<file path="src/rtl/uart_pkg.sv">
// Shared types and default constants for the UART receive path.
package uart_pkg;

    typedef enum logic [1:0] {
        IDLE  = 2'd0,
        START = 2'd1,
        DATA  = 2'd2,
        STOP  = 2'd3
    } uart_state_e;

    localparam int UART_DATA_BITS  = 8;
    localparam int UART_OVERSAMPLE = 16;

endpackage

</file>
<file path="src/rtl/sync_2ff.sv">
// Two-flop synchronizer for a single asynchronous bit, with selectable reset value.
module sync_2ff #(
    parameter logic RST_VAL = 1'b0
) (
    input  logic clk,
    input  logic rst_n,
    input  logic d_i,
    output logic q_o
);

    logic meta_q;
    logic sync_q;

    // Capture the asynchronous input, then re-register to let metastability settle.
    always_ff @(posedge clk or negedge rst_n) begin
        if (!rst_n) begin
            meta_q <= RST_VAL;
            sync_q <= RST_VAL;
        end else begin
            meta_q <= d_i;
            sync_q <= meta_q;
        end
    end

    assign q_o = sync_q;

endmodule

</file>
<file path="src/rtl/uart_rx.sv">
// UART 8N1 receive engine: oversampled start/data/stop recovery with a
// valid/ready byte output and one-cycle frame-error / overrun pulses.
module uart_rx
    import uart_pkg::*;
#(
    parameter int DATA_BITS  = UART_DATA_BITS,
    parameter int OVERSAMPLE = UART_OVERSAMPLE
) (
    input  logic                 clk,
    input  logic                 rst_n,
    input  logic                 tick,
    input  logic                 rx,
    output logic [DATA_BITS-1:0] rx_data,
    output logic                 rx_valid,
    input  logic                 rx_ready,
    output logic                 frame_err,
    output logic                 overrun,
    output logic                 busy
);

    localparam int CW = $clog2(OVERSAMPLE);
    localparam int BW = (DATA_BITS > 1) ? $clog2(DATA_BITS) : 1;

    // Mid start bit is half a bit period in; data/stop sample one full period later.
    localparam logic [CW-1:0] CNT_MID  = CW'(OVERSAMPLE / 2 - 1);
    localparam logic [CW-1:0] CNT_LAST = CW'(OVERSAMPLE - 1);
    localparam logic [BW-1:0] BIT_LAST = BW'(DATA_BITS - 1);

    logic                 rx_sync_s;
    logic                 fall_s;
    logic [CW-1:0]        cnt_next_s;

    uart_state_e          state_q;
    logic                 rx_prev_q;
    logic [CW-1:0]        cnt_q;
    logic [BW-1:0]        bit_idx_q;
    logic [DATA_BITS-1:0] shift_q;
    logic [DATA_BITS-1:0] rx_data_q;
    logic                 rx_valid_q;
    logic                 frame_err_q;
    logic                 overrun_q;

    sync_2ff #(
        .RST_VAL (1'b1)
    ) u_rx_sync (
        .clk   (clk),
        .rst_n (rst_n),
        .d_i   (rx),
        .q_o   (rx_sync_s)
    );

    // Falling edge only when the line was seen high first, so a stuck-low line never re-arms.
    assign fall_s     = rx_prev_q & ~rx_sync_s;
    assign cnt_next_s = (cnt_q == CNT_LAST) ? '0 : cnt_q + 1'b1;

    // Previous synced line value for edge detection.
    always_ff @(posedge clk or negedge rst_n) begin
        if (!rst_n) begin
            rx_prev_q <= 1'b1;
        end else begin
            rx_prev_q <= rx_sync_s;
        end
    end

    // Frame FSM with sample counter, shift register and registered handshake outputs.
    always_ff @(posedge clk or negedge rst_n) begin
        if (!rst_n) begin
            state_q     <= IDLE;
            cnt_q       <= '0;
            bit_idx_q   <= '0;
            shift_q     <= '0;
            rx_data_q   <= '0;
            rx_valid_q  <= 1'b0;
            frame_err_q <= 1'b0;
            overrun_q   <= 1'b0;
        end else begin
            frame_err_q <= 1'b0;
            overrun_q   <= 1'b0;
            // Consumer handshake; a completing frame below may re-set valid in the same cycle.
            if (rx_valid_q && rx_ready) begin
                rx_valid_q <= 1'b0;
            end
            case (state_q)
                IDLE: begin
                    if (fall_s) begin
                        cnt_q   <= '0;
                        state_q <= START;
                    end
                end
                START: begin
                    if (tick) begin
                        if (cnt_q == CNT_MID) begin
                            cnt_q <= '0;
                            if (!rx_sync_s) begin
                                bit_idx_q <= '0;
                                state_q   <= DATA;
                            end else begin
                                // Glitch shorter than half a bit: false start.
                                state_q <= IDLE;
                            end
                        end else begin
                            cnt_q <= cnt_q + 1'b1;
                        end
                    end
                end
                DATA: begin
                    if (tick) begin
                        cnt_q <= cnt_next_s;
                        if (cnt_q == CNT_LAST) begin
                            // LSB arrives first, so shift in from the top.
                            shift_q <= {rx_sync_s, shift_q[DATA_BITS-1:1]};
                            if (bit_idx_q == BIT_LAST) begin
                                state_q <= STOP;
                            end else begin
                                bit_idx_q <= bit_idx_q + 1'b1;
                            end
                        end
                    end
                end
                STOP: begin
                    if (tick) begin
                        cnt_q <= cnt_next_s;
                        if (cnt_q == CNT_LAST) begin
                            if (rx_sync_s) begin
                                rx_data_q  <= shift_q;
                                rx_valid_q <= 1'b1;
                                // Overwriting only counts as overrun if the old byte is not taken now.
                                overrun_q  <= rx_valid_q & ~rx_ready;
                            end else begin
                                frame_err_q <= 1'b1;
                            end
                            state_q <= IDLE;
                        end
                    end
                end
                default: begin
                    state_q <= IDLE;
                end
            endcase
        end
    end

    assign rx_data   = rx_data_q;
    assign rx_valid  = rx_valid_q;
    assign frame_err = frame_err_q;
    assign overrun   = overrun_q;
    assign busy      = (state_q != IDLE);

endmodule
</file>
<file path="config.mk">
export PLATFORM = sky130hd
export DESIGN_NAME = uart_rx
export DESIGN_NICKNAME = d
export VERILOG_FILES = /design/src/rtl/uart_pkg.sv /design/src/rtl/sync_2ff.sv /design/src/rtl/uart_rx.sv
export SDC_FILE = /design/constraint.sdc
export NUM_CORES = 1
export LEC_CHECK = 0
export BUFFER_PORTS_ARGS = -buffer_cell sky130_fd_sc_hd__buf_2
export CAP_MARGIN = 5
export CORE_AREA = 2 2 88 73
export DETAILED_ROUTE_END_ITERATION = 12
export DIE_AREA = 0 0 90 75
export PLACE_DENSITY = 0.43
export SYNTH_ARGS = -nofsm -noshare
export SYNTH_HDL_FRONTEND = slang
export SYNTH_SLANG_ARGS = --single-unit
</file>
<file path="constraint.sdc">
create_clock -name clk -period 2.5 [get_ports clk]
set_clock_uncertainty 0.2 [all_clocks]
set_input_delay 0.125 -clock clk [delete_from_list [all_inputs] [get_ports clk]]
set_output_delay 0.125 -clock clk [all_outputs]
set_load 0.05 [all_outputs]
</file>
==> results.rst <==
.. list-table::
   :header-rows: 1

   * - Metric
     - Value
   * - Die Outline Area
     - 6750 sq um
   * - Time the final worst path needs with I/O delays and setup
     - 2.09 ns
   * - Buffers and inverters on the worst path
     - 0
   * - Static leakage
     - 0.846 nW
   * - Combinational family with the most area after synthesis
     - simple AND/OR/NAND/NOR gates
   * - Portion of the clock cycle consumed by the worst path in the final layout
     - 83.6%
   * - Crit-path most repeated cell
     - and4_1
   * - Post-synthesis average cell area
     - 11.9 sq um
   * - Vertical die dimension
     - 75 um
   * - Worst Setup SP
     - cnt_q[0]
   * - CP max-delay cell
     - and4_1
   * - Fill cell instance count of the final layout
     - 631
   * - Port-buffer cells
     - 16
   * - Worst reg-to-reg path cell count
     - 4
   * - Die width
     - 90 um
   * - Endpoint of the most critical register-to-register path
     - rx_data[6]
   * - DRC errors left
     - 0
   * - Count of clock tree sinks
     - 31
   * - Syn nets
     - 128
   * - Total power
     - 1.44 mW
   * - Clock-pin transition on the worst setup and hold timing paths
     - 0.06 ns
   * - Weighted congestion reported at the end of routability-driven placement
     - 0.725
   * - Overflow left after global routing
     - 0
   * - Maximum net fanout on the critical path
     - 10
   * - Number of iterations in the first detailed-routing pass
     - 4
   * - Maximum number of pins on one net before global-route repair
     - 32
   * - Initial cell density of the core
     - 24.6%
   * - Synth Area in Compound Gates
     - 10.8%
   * - Cell Rows
     - 25
   * - Antenna Cells
     - 0
   * - Number of storage elements in the synthesis netlist
     - 31
   * - Number of CTS-inserted buffers
     - 5
   * - CP max stage delay
     - 0.47 ns
   * - Per-cell via count in the routed design
     - 4.66
   * - Routed WL
     - 2.89 mm
   * - RR Startpoint
     - cnt_q[0]
   * - Synth Area in Adders
     - 2.62%
   * - Arrival time at the worst endpoint
     - 2.06 ns
   * - Crit-path cells
     - ha_1, and4_1, and4_1, mux2_2
   * - Slew at the pin closest to its max-slew limit
     - 0.703 ns
   * - Classification of the worst-slack hold path
     - reg2reg
   * - Number of failing setup endpoints in the final timing report
     - 0
   * - Mapped Area
     - 1430 sq um
   * - Count of warnings emitted by yosys
     - 0
   * - Reg2reg setup slack
     - 0.41 ns
   * - Hold Path End
     - u_rx_sync.q_o
   * - Placed cell areas
     - 1590 sq um
   * - Hold Fails Final Rpt
     - 0
   * - Critical path data required time
     - 2.47 ns
   * - Crit. End Element
     - flip-flop
   * - Status
     - finished, final reports clean
   * - CTS max path bufs
     - 2
   * - Average wire per standard cell
     - 13.0 um
   * - Post-synthesis mux area share
     - 12.6%
   * - Hold buffer count at cts
     - 4
   * - Cell family contributing the most delay on the critical path
     - simple AND/OR/NAND/NOR gates
   * - Syn Inst Count
     - 120
   * - Remaining max-slew budget at the tightest pin
     - 53.1%
   * - Remaining antenna violation count
     - 0
   * - TritonCTS clock tree
     - yes
   * - Clock root buffer master
     - clkbuf_8
   * - Synth unique cells
     - 34
   * - Postcts setup bufs
     - 0
   * - CP Launch Type
     - flip-flop
   * - Fin area
     - 1720 sq um
   * - Share of cells above drive strength 1
     - 31.7%
   * - Xor and xnor fraction of the mapped netlist area
     - 0.612%
   * - Post-synthesis share of cell area spent on and, or, nand and nor gates
     - 14.4%
   * - Top-level I/O count
     - 17
   * - Critical path type
     - reg2reg
   * - Max-capacitance violation count
     - 0
   * - Initial antenna violation count
     - 0
   * - Sequential cell area fraction in the yosys report
     - 54.5%
   * - PostCTS Resize Cnt
     - 0
   * - Beginning of the worst hold path
     - u_rx_sync.meta_q
   * - Post-detailed-placement half-perimeter wirelength
     - 2.00 mm
   * - Global-route wire length before repair
     - 4.77 mm
   * - Number of global-route vias before repair
     - 1009
   * - Worst-case vdd ir drop
     - 0.192 mV
   * - Setup_tns
     - 0 ns
   * - Area delta synth->final
     - 20.3%
   * - Hold-critical path depth
     - 0
   * - Count of vias placed by the detailed router
     - 1040
   * - Peak clock frequency supported by timing
     - 479 MHz
   * - Power density of the placed cells
     - 836 nW/um^2
   * - Total count of max-transition violations in the final report
     - 0
   * - Insertion delay of the later-clocked pin in the worst-skew pair
     - 0.29 ns
   * - DRC violation total after the first TritonRoute iteration
     - 70
   * - Core ar.
     - 5820 sq um
   * - Net total in the final layout
     - 149
   * - RSZ-0062 raised after global routing
     - no
   * - Total GRT Usage
     - 9.18%
   * - Depth of the CTS H-tree
     - 2
-- stage by stage --
step	worst slack (ns)	hold WS (ns)	util, %	std cells
final	0.410	0.159	29.6	223
after global routing	0.266	0.165	29.6	223
after CTS	0.362	0.164	29.6	223
after detailed placement	0.358	0.0236	27.3	211
after global placement	0.415	0.0107	27.3	211
after floorplan	0.640	-0.371	-	120
-- synthesized netlist by cell type --
| library cell | count | area share, % |
|---|---|---|
| o211a_1 | 1 | 0.70 |
| o2111ai_1 | 2 | 1.2 |
| a21o_1 | 1 | 0.52 |
| and3b_1 | 2 | 1.2 |
| nand3b_1 | 2 | 1.0 |
| nand3_1 | 8 | 2.8 |
| nor2b_1 | 3 | 1.3 |
| and3_1 | 2 | 0.87 |
| ha_1 | 3 | 2.6 |
| nor2_1 | 2 | 0.52 |
| a221o_1 | 1 | 0.70 |
| and4_1 | 2 | 1.2 |
| nand4_1 | 1 | 0.44 |
| o21ai_0 | 4 | 1.4 |
| buf_2 | 6 | 2.1 |
| a2bb2oi_1 | 1 | 0.61 |
| mux2_2 | 16 | 13 |
| clkbuf_1 | 2 | 0.52 |
| nor3_1 | 1 | 0.35 |
| or2_2 | 1 | 0.44 |
| dfstp_2 | 3 | 5.5 |
| dfrtp_1 | 28 | 49 |
| a211oi_1 | 1 | 0.52 |
| o221ai_1 | 2 | 1.2 |
| nand2_1 | 5 | 1.3 |
| inv_1 | 7 | 1.8 |
| or4b_1 | 1 | 0.70 |
| and4b_1 | 1 | 0.70 |
| and2_1 | 1 | 0.44 |
| nor3b_1 | 2 | 1.0 |
| o21a_1 | 1 | 0.52 |
| o211ai_1 | 3 | 1.6 |
| xor2_1 | 1 | 0.61 |
| a32oi_1 | 3 | 1.8 |
-- worst max-delay path by stage --
stage,slack [ns],end,cells after the start
after floorplan,0.64,rx_data[0],5
after global placement,0.41,rx_data[6],4
after detailed placement,0.36,rx_data[6],4
after CTS,0.36,rx_data[6],4
after global routing,0.27,rx_data[6],4
final,0.41,rx_data[6],4
-- placed cells by master (no fill, tap or decap), drive strengths merged, types with 2 or more instances in the layout --
master / n
dfrtp: 28
buf: 18
mux2: 16
nand3: 8
inv: 7
clkbuf: 7
nand2: 5
o21ai: 4
dlygate4sd3: 4
nor2b: 3
a32oi: 3
o211ai: 3
ha: 3
dfstp: 3
and4: 2
and3: 2
nor2: 2
nor3b: 2
o2111ai: 2
and3b: 2
nand3b: 2
o221ai: 2
-- report_power, final --
part           switching [mW]  internal, mW
Sequential             0.0986         0.565
Clock                   0.186         0.222
Combinational           0.201         0.166
Total                   0.486         0.953
-- worst reg2reg max path: stages (launching register included) --
cell,delay (ns)
dfrtp_1,0.39
ha_1,0.27
and4_1,0.25
and4_1,0.47
mux2_2,0.39
-- logic make-up after synthesis --
family,after synthesis
fa+ha+maj,3
buf+inv,15
compound gates,20
simple gates,34
flops,31
xor+xnor,1
mux,16
-- state kept, by name, indices dropped and copies added (netlist names), named ones only --
| register | flops |
|---|---|
| overrun | 1 |
| frame_err | 1 |
| u_rx_sync.q_o | 1 |
| shift_q | 8 |
| state_q | 1 |
| rx_prev_q | 1 |
| cnt_q | 4 |
| u_rx_sync.meta_q | 1 |
| bit_idx_q | 3 |
| rx_valid | 1 |
| rx_data | 8 |
-- metal layers --
layer / part of all wire, % / GRT usage [%] / vias up / routed length [um]
met5: 0 / 0 / - / 0
met4: 2.5 / 6.67 / 0 / 71
met3: 4.2 / 2.70 / 6 / 120
met2: 46 / 14.0 / 26 / 1320
met1: 47 / 11.3 / 522 / 1370
li1: - / - / 486 / -
-- cell type report --
class / count / area [sq um] / share of cell area [%]
clock buffers: 7 / 86.3 / 5.01
inverters: 7 / 26.3 / 1.53
repair buffers: 22 / 135 / 7.85
flip-flops and latches: 31 / 779 / 45.3
clock inverters: 1 / 5.00 / 0.291
well taps: 81 / 101 / 5.89
multi-input cells: 74 / 588 / 34.2
Power figures use the tool's default switching activity.
